[src/rtl/image_streamer.sv]
// rtl/image_streamer.sv - raster-order image reader feeding the convolution line buffer.
// Optional INTER_ROW_GAP_EN inserts ROW_GAP idle cycles after every row except the last.
`timescale 1ns/1ps
module image_streamer #(
    parameter int input_width = 8,
    parameter int im_dim      = 28,
    parameter int addr_width  = 16,
    parameter int ROW_GAP     = 2
) (
    input  logic                   clk_i,
    input  logic                   rst_ni,
    input  logic                   start_i,
    input  logic [addr_width-1:0]  base_addr_i,
    input  logic                   stall_i,
    output logic                   mem_req_o,
    output logic [addr_width-1:0]  mem_addr_o,
    input  logic [input_width-1:0] mem_rdata_i,
    output logic [input_width-1:0] pixel_o,
    output logic                   pix_data_valid_o,
    output logic                   row_end_o,
    output logic                   busy_o,
    output logic                   frame_done_o
);

    localparam int NPIX = im_dim * im_dim;
    localparam int CW   = $clog2(NPIX + 1);
    localparam int CLW  = $clog2(im_dim + 1);
    localparam int GW   = $clog2(ROW_GAP + 2);

    localparam logic [CW-1:0]  NPIX_C    = CW'(NPIX);
    localparam logic [CW-1:0]  LAST_PIX  = CW'(NPIX - 1);
    localparam logic [CLW-1:0] LAST_IDX  = CLW'(im_dim - 1);
`ifdef INTER_ROW_GAP_EN
    localparam logic [GW-1:0]  GAP_LOAD  = GW'(ROW_GAP);
`else
    localparam logic [GW-1:0]  GAP_LOAD  = '0;
`endif

    typedef enum logic [2:0] {IDLE, PRIME, STREAM, DRAIN, DONE} state_t;

    state_t                 state_q, state_d;
    logic [addr_width-1:0]  base_q;
    logic [CW-1:0]          issued_q, emitted_q;
    logic [CLW-1:0]         col_q, row_q;
    logic [GW-1:0]          gap_q;
    logic                   rvalid_q;
    logic [input_width-1:0] skid_q [2];
    logic [1:0]             skid_cnt_q, skid_cnt_d;

    logic                   emit, pop, push, issue, last_col;
    logic [input_width-1:0] emit_data;

    // Two-entry skid: a registered request plus returning data can both be caught by one stall.
    always_comb begin
        emit       = ((skid_cnt_q != 2'd0) || rvalid_q) && !stall_i && (gap_q == '0);
        emit_data  = (skid_cnt_q != 2'd0) ? skid_q[0] : mem_rdata_i;
        pop        = emit && (skid_cnt_q != 2'd0);
        push       = rvalid_q && !(emit && (skid_cnt_q == 2'd0));
        skid_cnt_d = skid_cnt_q - 2'(pop) + 2'(push);
        last_col   = (col_q == LAST_IDX);
        issue      = (state_q == PRIME) ||
                     ((state_q == STREAM) && (issued_q < NPIX_C) &&
                      (({1'b0, skid_cnt_d} + {2'b00, mem_req_o}) < 3'd2));
    end

    always_comb begin
        state_d = state_q;
        case (state_q)
            IDLE:    if (start_i) state_d = PRIME;
            PRIME:   state_d = (NPIX > 1) ? STREAM : DRAIN;
            STREAM:  if (issue && (issued_q == LAST_PIX)) state_d = DRAIN;
            DRAIN:   if (emitted_q == NPIX_C) state_d = DONE;
            DONE:    state_d = IDLE;
            default: state_d = IDLE;
        endcase
    end

    assign busy_o       = (state_q == PRIME) || (state_q == STREAM) || (state_q == DRAIN);
    assign frame_done_o = (state_q == DONE);

    always_ff @(posedge clk_i or negedge rst_ni) begin
        if (!rst_ni) begin
            state_q          <= IDLE;
            base_q           <= '0;
            issued_q         <= '0;
            emitted_q        <= '0;
            col_q            <= '0;
            row_q            <= '0;
            gap_q            <= '0;
            rvalid_q         <= 1'b0;
            skid_q[0]        <= '0;
            skid_q[1]        <= '0;
            skid_cnt_q       <= 2'd0;
            mem_req_o        <= 1'b0;
            mem_addr_o       <= '0;
            pixel_o          <= '0;
            pix_data_valid_o <= 1'b0;
            row_end_o        <= 1'b0;
        end else begin
            state_q <= state_d;
            if ((state_q == IDLE) && start_i) begin
                base_q    <= base_addr_i;
                issued_q  <= '0;
                emitted_q <= '0;
                col_q     <= '0;
                row_q     <= '0;
            end

            mem_req_o <= issue;
            if (issue) begin
                mem_addr_o <= base_q + addr_width'(issued_q);
                issued_q   <= issued_q + CW'(1);
            end
            rvalid_q <= mem_req_o;

            if (pop) skid_q[0] <= skid_q[1];
            if (push) begin
                if ((skid_cnt_q - 2'(pop)) == 2'd0) skid_q[0] <= mem_rdata_i;
                else                                skid_q[1] <= mem_rdata_i;
            end
            skid_cnt_q <= skid_cnt_d;

            pix_data_valid_o <= emit;
            row_end_o        <= emit && last_col;
            if (emit) begin
                pixel_o   <= emit_data;
                emitted_q <= emitted_q + CW'(1);
                col_q     <= last_col ? '0 : col_q + CLW'(1);
                if (last_col) row_q <= row_q + CLW'(1);
            end

            // The gap after the final row is skipped so DONE is not delayed.
            if (emit && last_col && (row_q != LAST_IDX)) gap_q <= GAP_LOAD;
            else if (gap_q != '0)                        gap_q <= gap_q - GW'(1);
        end
    end

endmodule

[config.mk]
export PLATFORM = sky130hd
export DESIGN_NAME = image_streamer
export DESIGN_NICKNAME = d
export VERILOG_FILES = /design/src/rtl/image_streamer.sv
export SDC_FILE = /design/constraint.sdc
export NUM_CORES = 1
export LEC_CHECK = 0
export ABC_AREA = 1
export CAP_MARGIN = 20
export CORE_ASPECT_RATIO = 1.4
export CORE_MARGIN = 5
export CORE_UTILIZATION = 35
export DETAILED_ROUTE_END_ITERATION = 8
export PLACE_DENSITY_LB_ADDON = 0.05
export SKIP_LAST_GASP = 1
export SLEW_MARGIN = 20
export SYNTH_ARGS = -nofsm -noshare
export SYNTH_HDL_FRONTEND = slang
export SYNTH_SLANG_ARGS = --single-unit
[constraint.sdc]
create_clock -name clk_i -period 2.5 [get_ports clk_i]
set_input_delay 0.75 -clock clk_i [delete_from_list [all_inputs] [get_ports clk_i]]
set_output_delay 0.75 -clock clk_i [all_outputs]
set_load 0.02 [all_outputs]
==> flow_metrics.tcl <==
set metrics [dict create \
    hold_violations 0 \
    worstHoldPathType "input pin to asynchronous set/reset pin" \
    critPathBufInv 3 \
    synth_compound_area_frac 0.130 \
    start_util 0.357 \
    grt_overflow 0 \
    crit_cells 6 \
    cts_max_level 3 \
    first_pass_iters 4 \
    grt_antenna_before_repair 0 \
    core_region_area_sq_um 14000 \
    required_ns 1.75 \
    grt.total_usage 0.148 \
    path_max_fanout 5 \
    dieHeight_um 151 \
    fin_crit_sh 0.958 \
    clock_skew_ns 0.00643 \
    wirelength_um 12000 \
    yosys.area_share.simple 0.243 \
    n_antenna_cell 0 \
    setup_viol 0 \
    vias_per_cell 4.77 \
    ys_ff_latch 97 \
    cp_top_family "buffers and inverters" \
    placed_area_sq_um 5860 \
    drt-initial-drc-count 167 \
    maxSlewViolCount 0 \
    critPathKind "flip-flop to output pin" \
    grt_max_degree 36 \
    rsz0062_at_grt "true" \
    relSlewSlack 0.766 \
    synth_fa_ha_area_frac 0.0467 \
    drc 0 \
    crit_chain "inv_1 > nand3_1 > nand2_1 > inv_1 > nand2_1 > dlygate4sd2_1" \
    max_freq_ghz 0.417 \
    num_vias 4087 \
    die-area_sq_um 16800 \
    finalNetCount 712 \
    dp.cells 837 \
    p_leak_nw 3.00 \
    grt_pass1_vias 4126 \
    final.min_clock_period_ns 2.40 \
    synth_area_sq_um 4990 \
    powerDensity_nw_per_um2 712 \
    place.port_buffers 56 \
    ant_nets 0 \
    layout_common_cells "nand2_1, dfrtp_1, inv_1, clkdlybuf4s50_1, nand3_1" \
    cts_sinks 97 \
    synth_area_per_cell_sq_um 8.45 \
    place_ws_ns -0.460 \
    cp.arrival_ns 1.65 \
    synthMuxAreaShare 0 \
    cts_buffers 9 \
    holdBufCountCts 0 \
    final_cell_area_sq_um 6260 \
    status "finished, final reports clean" \
    utilization 0.448 \
    n_fill_cell 1389 \
    syn_to_final_growth_pct 25.6 \
    worstSkewPairLatency_ns 0.34 \
    syn_nets 636 \
    tightest_slew_ns 0.350 \
    stdcell_count 856 \
    fin_ws_ns 0.104 \
    cts_tree "yes" \
    yosys_warnings 0 \
    vdd_drop_max_mv 0.380 \
    slowest_stage "dfrtp_1" \
    dp_hpwl_um 8870 \
    layout_commonest_cell "nand2_1" \
    yosysUniqueCellTypes 39 \
    cp-start-kind "flip-flop" \
    synth_cells 590 \
    gp_congestion 0.828 \
    wire_per_inst_um 14.0 \
    io_pins 57 \
    drv_cap 0 \
    end_kind "output pin" \
    drive_above_1_share 0.107 \
    cts.reportedPaths.clkPinSlew_ns 0.07 \
    critPathMaxStageDelay_ns 0.43 \
    synth_xor_area_frac 0.0228 \
    clockRootBuffer "clkbuf_16" \
    holdWs_ns 0.302 \
    grt_pass1_wl_um 20000 \
    reg2reg_depth 14 \
    clockBufferDepth 2 \
    rows 51 \
    die_w_um 111 \
    synth.yosys.seq_area_share 0.487 \
    synth_top_family_by_area "simple AND/OR/NAND/NOR gates" \
]
==> report_power, final <==
part / leakage, nW / internal [mW] / switching (mW)
clock: 0.137 / 0.774 / 0.619
combinational: 1.68 / 0.476 / 0.602
sequential: 1.18 / 1.82 / 0.167
==> stage by stage <==
step / setup TNS [ns] / total power, mW
after detailed placement: -11.26 / 3.09
after global routing: -0.0166 / 4.76
after floorplan: 0 / 2.68
final: 0 / 4.46
after CTS: -0.0462 / 4.52
after global placement: -9.25 / 3.07
==> layout make-up <==
| type | count | area (sq um) | share of cell area |
|---|---|---|---|
| tap | 185 | 231 | 0.0370 |
| clock buffer | 9 | 225 | 0.0360 |
| inverter | 70 | 275 | 0.0440 |
| sequential | 97 | 2430 | 0.388 |
| multi-input combinational | 412 | 2260 | 0.361 |
| timing repair buffer | 76 | 768 | 0.123 |
| clock inverter | 7 | 71.3 | 0.0114 |
==> registers in the layout (all words and copies together), names as in the netlist <==
register / count
row_end_o: 1
skid_cnt_q: 2
pix_data_valid_o: 1
pixel_o: 8
skid_q: 16
row_q: 5
issued_q: 10
mem_req_o: 1
base_q: 16
state_q: 3
emitted_q: 10
gap_q: 2
col_q: 5
mem_addr_o: 16
rvalid_q: 1
==> final timing paths <==
path | endpoint | from | slack, ns
min | skid_q[0] | rst_ni | 0.30
max reg2reg | mem_addr_o[11] | gap_q[0] | 0.21
min in group clk_i | rvalid_q | mem_req_o | 0.41
min reg2reg | rvalid_q | mem_req_o | 0.41
max in group asynchronous | mem_addr_o[4] | rst_ni | 1.59
max | busy_o | state_q[1] | 0.10
==> cell usage after synthesis <==
cell	count	area (sq um)
o21ai_0	48	240
o22ai_1	2	12.5
a31oi_1	4	25.0
o21ai_1	11	55.1
inv_4	1	6.26
fa_1	1	20.0
a21oi_1	21	105
o211ai_1	9	67.6
nor3_1	6	30.0
a31oi_4	1	21.3
nand3_2	1	10.0
nor2_2	3	18.8
a22o_1	2	17.5
buf_4	1	7.51
o21a_1	2	15.0
o221ai_1	4	35.0
buf_2	6	30.0
inv_2	6	22.5
xnor2_1	7	61.3
nand3_1	50	250
nand2_2	6	37.5
o21bai_1	2	15.0
a21oi_4	1	16.3
nor2_1	24	90.1
or2_2	2	12.5
nor2_4	4	45.0
xor2_1	6	52.6
nor3_2	1	10.0
a21o_1	1	7.51
nand3b_1	2	15.0
inv_1	63	236
dfrtp_1	97	2430
a21oi_2	2	17.5
nor2_8	1	20.0
nand2_1	158	593
nand4_1	12	75.1
ha_1	17	213
nor4_1	1	6.26
buf_6	4	45.0
==> cell families after synthesis <==
logic type	after synthesis
xor gates and xnor gates	13
AOI/OAI and AO/OA	110
adders and majority gates	18
buffers and inverters	81
DFF	97
and+or+nand+nor	271
==> routing by layer <==
layer / track usage / share of wire / wire length (um)
met2: 0.271 / 0.52 / 6230
met4: 0.0585 / 0.019 / 222
met3: 0.0260 / 0.026 / 309
met5: 0 / 0 / 0
met1: 0.171 / 0.44 / 5210
==> what timing repair did <==
| action | CTS | global route |
|---|---|---|
| pin swaps | 0 | 3 |
| gates cloned | 0 | 2 |
| setup buffers | 0 | 1 |
| gates resized for setup | 2 | 26 |
| setup endpoints to repair | 18 | 29 |
No activity file was read; power rests on OpenSTA's default activity.
